## src/rtl/arb_mux.sv

```systemverilog
// Registered N:1 channel multiplexer with fixed-priority or round-robin arbitration.
// A one-word output register gives ready/valid flow control and one-word-per-cycle throughput.
module arb_mux #(
  parameter int N    = 32,
  parameter int CH   = 4,
  parameter int MODE = 1,
  localparam int SW  = (CH > 1) ? $clog2(CH) : 1
) (
  input  logic            clk,
  input  logic            rst,
  input  logic [CH-1:0]   in_valid,
  input  logic [CH*N-1:0] in_data,
  output logic [CH-1:0]   in_ready,
  output logic            out_valid,
  output logic [N-1:0]    out_data,
  output logic [SW-1:0]   out_sel,
  input  logic            out_ready,
  output logic [7:0]      grant_cnt
);

  logic          load_en;
  logic          accept;
  logic          found;
  logic [CH-1:0] grant;
  logic [SW-1:0] gidx;
  logic [SW-1:0] pos;
  logic [SW-1:0] ptr;
  logic [N-1:0]  sel_data;

  assign load_en = !out_valid || out_ready;

  // Search order starts at ptr in round-robin mode and at channel 0 otherwise.
  always_comb begin
    grant = '0;
    gidx  = '0;
    found = 1'b0;
    pos   = '0;
    for (int k = 0; k < CH; k++) begin
      if (MODE == 1) begin
        pos = SW'((int'(ptr) + k) % CH);
      end else begin
        pos = SW'(k);
      end
      if (!found && in_valid[pos]) begin
        grant[pos] = 1'b1;
        gidx       = pos;
        found      = 1'b1;
      end
    end
  end

  always_comb begin
    sel_data = '0;
    for (int i = 0; i < CH; i++) begin
      if (grant[i]) begin
        sel_data = in_data[i*N +: N];
      end
    end
  end

  // Reset gating keeps every channel stalled while the output register is cleared.
  assign in_ready = grant & {CH{load_en & rst}};
  assign accept   = |in_ready;

  always_ff @(posedge clk or negedge rst) begin
    if (!rst) begin
      out_valid <= 1'b0;
      out_data  <= '0;
      out_sel   <= '0;
    end else if (load_en) begin
      out_valid <= accept;
      if (accept) begin
        out_data <= sel_data;
        out_sel  <= gidx;
      end
    end
  end

  always_ff @(posedge clk or negedge rst) begin
    if (!rst) begin
      ptr <= '0;
    end else if (MODE == 1 && accept) begin
      if (int'(gidx) == CH - 1) begin
        ptr <= '0;
      end else begin
        ptr <= gidx + 1'b1;
      end
    end
  end

  always_ff @(posedge clk or negedge rst) begin
    if (!rst) begin
      grant_cnt <= '0;
    end else if (accept && grant_cnt != 8'hFF) begin
      grant_cnt <= grant_cnt + 8'd1;
    end
  end

endmodule

```

## config.mk

```make
export PLATFORM = sky130hd
export DESIGN_NAME = arb_mux
export DESIGN_NICKNAME = d
export VERILOG_FILES = /design/src/rtl/arb_mux.sv
export SDC_FILE = /design/constraint.sdc
export NUM_CORES = 1
export LEC_CHECK = 0
export CAP_MARGIN = 20
export CORE_MARGIN = 3
export CORE_UTILIZATION = 40
export CTS_CLUSTER_DIAMETER = 80
export DETAILED_ROUTE_END_ITERATION = 8
export PLACE_DENSITY = 0.81
export SYNTH_ARGS = -nofsm -noshare
export SYNTH_HDL_FRONTEND = slang
export SYNTH_SLANG_ARGS = --single-unit
```

## constraint.sdc

```tcl
create_clock -name clk -period 6.97 [get_ports clk]
set_input_delay 1.394 -clock clk [delete_from_list [all_inputs] [get_ports clk]]
set_output_delay 1.394 -clock clk [all_outputs]
set_load 0.05 [all_outputs]
```

Yosys cells after proc, flatten, opt, wreduce, memory -nomap -nowiden --
Index checks and enable logic that the tools add are counted.
Cells by class: add/sub/neg operators 5, magnitude comparators 8, equal/unequal tests 2, mux-type cells 32, bitwise logic cells 5, reductions and logical operators 15
Operators with widths (count):
- $mux W32 | 4
- $mux W4 | 4
- $lt A2 B3 Y1 const B | 4
- $or A4 B4 Y4 | 3
- $mux W1 | 11
- $mux W2 | 5
- $add A8 B1 Y8 const B | 1
- $bmux W1 S2 | 4
- $demux W1 S2 | 4
- $ge A2 B1 Y1 const B | 4
- $logic_and A1 B1 Y1 | 8
- $ne A8 B8 Y1 const B | 1
- $add A2 B1 Y2 const B | 2
- $add A2 B2 Y2 const B | 2
- $and A4 B4 Y4 | 1
- $logic_not A1 Y1 | 4
- $reduce_or A4 Y1 | 1
- $eq A2 B1 Y1 const B | 1
- $reduce_and A2 Y1 | 1
- $and A1 B1 Y1 | 1
- $logic_or A1 B1 Y1 | 1
Storage, ports and cells: register bits 45, bits of input ports 135, output and inout bits 47, logic and storage cells 72

Depth between registers and ports, before layout --
word-level depth 16, mapped depth 13, depth with buffers taken out 9

Worst setup path after synthesis --
OpenSTA, ideal clock, no wires.
path kind input to output, from in in_valid[1], to out in_ready[0], arrival 3.576 ns, data required time 5.576 ns, slack 2.000 ns, stages 7, buffers on the path 2, path through clkbuf_1 mux4_2 or2_1 a21oi_1 a211oi_2 clkbuf_1 nor2_1
On the way: word-level cells in the longest chain between the ends 13, elaborated cells between the ends (all ways) 25, classes of those cells 15 x mux; 4 x bitwise; 6 x reduce/logical
Ends and longest elaborated chain:
- from (decl) | line 11 | input logic [CH-1:0] in_valid,
- $bmux W1 S2 | line 44 | if (!found && in_valid[pos]) begin
- $mux W1 (not written as such) | line 44
- $mux W1 | line 44
- $logic_not A1 Y1 | line 44
- $logic_and A1 B1 Y1 | line 44
- $mux W1 | line 44
- $logic_not A1 Y1 | line 44
- $logic_and A1 B1 Y1 | line 44
- $mux W1 | line 44
- $logic_not A1 Y1 | line 44
- $logic_and A1 B1 Y1 | line 44
- $mux W4 (*) | line 44
- $and A4 B4 Y4 (*) | line 62 | assign in_ready = grant & {CH{load_en & rst}};
- to (decl) | line 13 | output logic [CH-1:0] in_ready,
Every way passes the cells marked *; elsewhere a longest branch is shown, timed or not. The select of a mux whose other input is x is not followed.

Worst setup path in the final report --
from in in_valid[3], to out in_ready[1]
Same word-level chain as after synthesis.

==> key figures <==
Layout
  – P&R area growth vs syn: 57.9%
  – Layout cells sized above 1: 5.63%
  – Number of diodes: 0
  – Post-route insts no fill: 691
  – Nets: 727

STA
  – Min Tclk post-route: 5.88 ns
  – Slew headroom: 31.9%
  – Hold_ws: 0.487 ns
  – Final Max Slew Viols: 0
  – Final period util: 84.4%
  – RSZ-0062 raised after global routing: false
  – Final setup fails: 0
  – Setup_tns: 0 ns
  – Hold Fails Final Rpt: 0
  – Achievable Freq: 170 MHz
  – Worst-Margin Slew: 1.02 ns
  – Clock skew: 0.00818 ns

Pwr
  – Clock power share: 6.8%
  – Net Switching: 1650 uW
  – Worst VDD drop: 699 uV
  – Combinational power share: 76.3%
  – P_leak: 0.00214 uW
  – Pint: 1360 uW
  – Sw Share: 54.9%
  – PD cells: 553 nW/um^2
  – Part of the power in registers: 17.0%

Yosys
  – Net Count, Synth: 570
  – Syn Inst Count: 428
  – Count leader, synth: nand2_1
  – Most instantiated cells after synthesis: 55 x nand2_1, 45 x dfrtp_1, 39 x nor2_1
  – Post-synth EDFFs: 0
  – Netlist cell types: 43
  – Async SR Flop Fraction: 100%
  – #FFs+latches synth: 45
  – Main synth FF type: dfrtp_1
  – Top cell type's share of synthesized area: 32.7%
  – Seq/Total Area, Yosys: 32.7%
  – Post-synth top area cell: dfrtp_1
  – Ys Warns: 0
  – Largest cells by area after synthesis: dfrtp_1 33%, o221ai_1 8.4%, nor3b_1 7.0%
  – Mapped Avg Cell Area: 8.05 um^2
  – Mapped Area: 3440 um^2

Route
  – Met1 WL: 4700 um
  – Top Metal Used: met4
  – First-pass DRT Iterations: 4
  – DR vias: 3845
  – Residual DRC: 0
  – Wirelength, routed: 11600 um
  – Drt initial violations: 176
  – Remaining antenna violation count: 0
  – DR WL met2: 5890 um
  – Via density: 5.56
  – Routed length on met3: 890 um
  – WL/cell: 16.8 um

Place
  – Post-DP HPWL: 8580 um
  – DP Cell Count: 683
  – Global placement routability congestion: 0.866
  – IO Port Bufs: 181

Die
  – Die width: 98.8 um
  – Starting Density: 41.5%
  – Core outline area: 8300 um^2
  – Die ar.: 9760 um^2
  – Die H: 98.8 um
  – FP Rows: 33
  – I/O pins: 182

Global route
  – Largest net degree at the start of global routing: 67
  – Initial antenna violation count: 0
  – Total GRT Usage: 22.9%
  – First-pass GRT wire length: 18500 um
  – Number of global-route vias before repair: 3899
  – Remaining Overflow, GRT: 0

CTS
  – Inserted Clock Buffers: 5
  – Post-CTS sizing: 0
  – H-tree depth: 2
  – Worst skew pair latency: 0.29 ns
  – Clock sinks: 45
  – Clk pin slew, worst setup/hold paths: 0.08 ns
  – Setup bufs post-CTS: 0
  – CTS root buf: clkbuf_8
  – Longest Clk Path Bufs: 2
  – TritonCTS clock tree: done
  – Hold buffers post-CTS: 0

Critical path
  – Crit. End Element: primary output
  – Setup CP Type: in -> out
  – Startpoint type of the worst setup path: input port
  – Worst-path fanout max: 35
  – Critical Path RT: 5.58 ns
  – Worst R2R Setup Slack: 2.22 ns
  – Arr. time, crit path: 4.49 ns

Status
  – Run status: complete, no violations

Min path
  – Hold WC Path Type: reg -> reg

Run
  – # Max-Cap Violations: 0
-- routing by layer --
| metal | GRT usage, % | vias to the layer above |
|---|---|---|
| met5 | 0 | - |
| met1 | 28.6 | 1812 |
| met3 | 5.02 | 10 |
| met4 | 4.62 | 0 |
| li1 | - | 1857 |
| met2 | 40.7 | 166 |
-- per-stage QoR --
step,cell area (um^2),worst slack [ns],total power (uW),utilization [%]
4_1_cts,5440,1.10,3010,65.5
2_1_floorplan,3440,2.00,2120,-
6_report,5440,1.09,3010,65.5
5_1_grt,5440,0.962,3230,65.5
3_3_place_gp,5300,1.15,2720,63.8
3_5_place_dp,5320,1.11,2800,64.1
-- cells in the final DEF (no fill, tap or decap), types with 2 or more instances in the layout --
master	synthesis	routed
nand2_1	55	55
nand2b_1	2	2
and2_1	3	3
xnor2_1	7	7
o21ai_1	2	2
dfrtp_1	45	45
mux2i_1	5	5
a31oi_1	33	33
o21ai_0	37	37
nor2_1	39	39
clkdlybuf4s50_1	0	180
nor3b_1	32	32
inv_1	38	38
o221ai_1	33	33
a21oi_1	4	4
o211ai_1	2	2
clkbuf_8	0	6
nor2b_1	2	2
nand4_1	4	4
mux2_2	4	4
mux2_1	2	2
buf_4	4	8
ha_1	7	7
and3_1	5	5
mux4_2	4	4
nand3_1	7	7
-- worst max-delay path, stage by stage --
cell and delay, ns:
clkdlybuf4s50_1 0.57, mux4_2 0.67, nor2_1 0.33, and3_1 0.28, nor3_4 0.04, buf_4 0.25, nor2_1 0.12, clkdlybuf4s50_1 0.81
-- area by class of cell --
type | count | area [um^2]
flip-flops and latches | 45 | 1130
multi-input cells | 305 | 2030
inverters | 38 | 143
repair buffers | 190 | 1890
clock buffers | 7 | 86.3
fillers | 731 | 2860
well taps | 105 | 131
clock inverters | 1 | 30.0
-- state kept, by name, summed over array words and instances (netlist names), named ones only --
name and cells:
out_sel 2, out_data 32, ptr 1, grant_cnt 8, out_valid 1
-- logic make-up after synthesis --
| family | synth area share, % |
|---|---|
| multiplexers | 6.03 |
| buffers and inverters | 9.48 |
| adder cells (fa/ha/maj) | 2.54 |
| AND/OR/NAND/NOR | 22.6 |
| flip-flops | 32.7 |
| XOR/XNOR | 1.78 |
| AO/OA/AOI/OAI | 24.8 |
-- worst paths after layout --
path,start,to,cells past startpoint
min reg2reg,out_sel[0],out_sel[0],2
min in group asynchronous,rst,out_data[26],2
max,in_valid[3],in_ready[1],8
min,out_sel[0],out_sel[0],2
max reg2reg,register,register,11
max in group asynchronous,rst,grant_cnt[1],2
-- power groups by stage --
stage / Sequential, uW / Combinational, uW / Clock [uW]
finish: 510 / 2290 / 203
detailed placement: 515 / 2290 / 0
global route: 532 / 2470 / 222
CTS: 511 / 2290 / 209
floorplan: 900 / 1220 / 0
global placement: 506 / 2210 / 0
No activity file was read; power rests on OpenSTA's default activity.
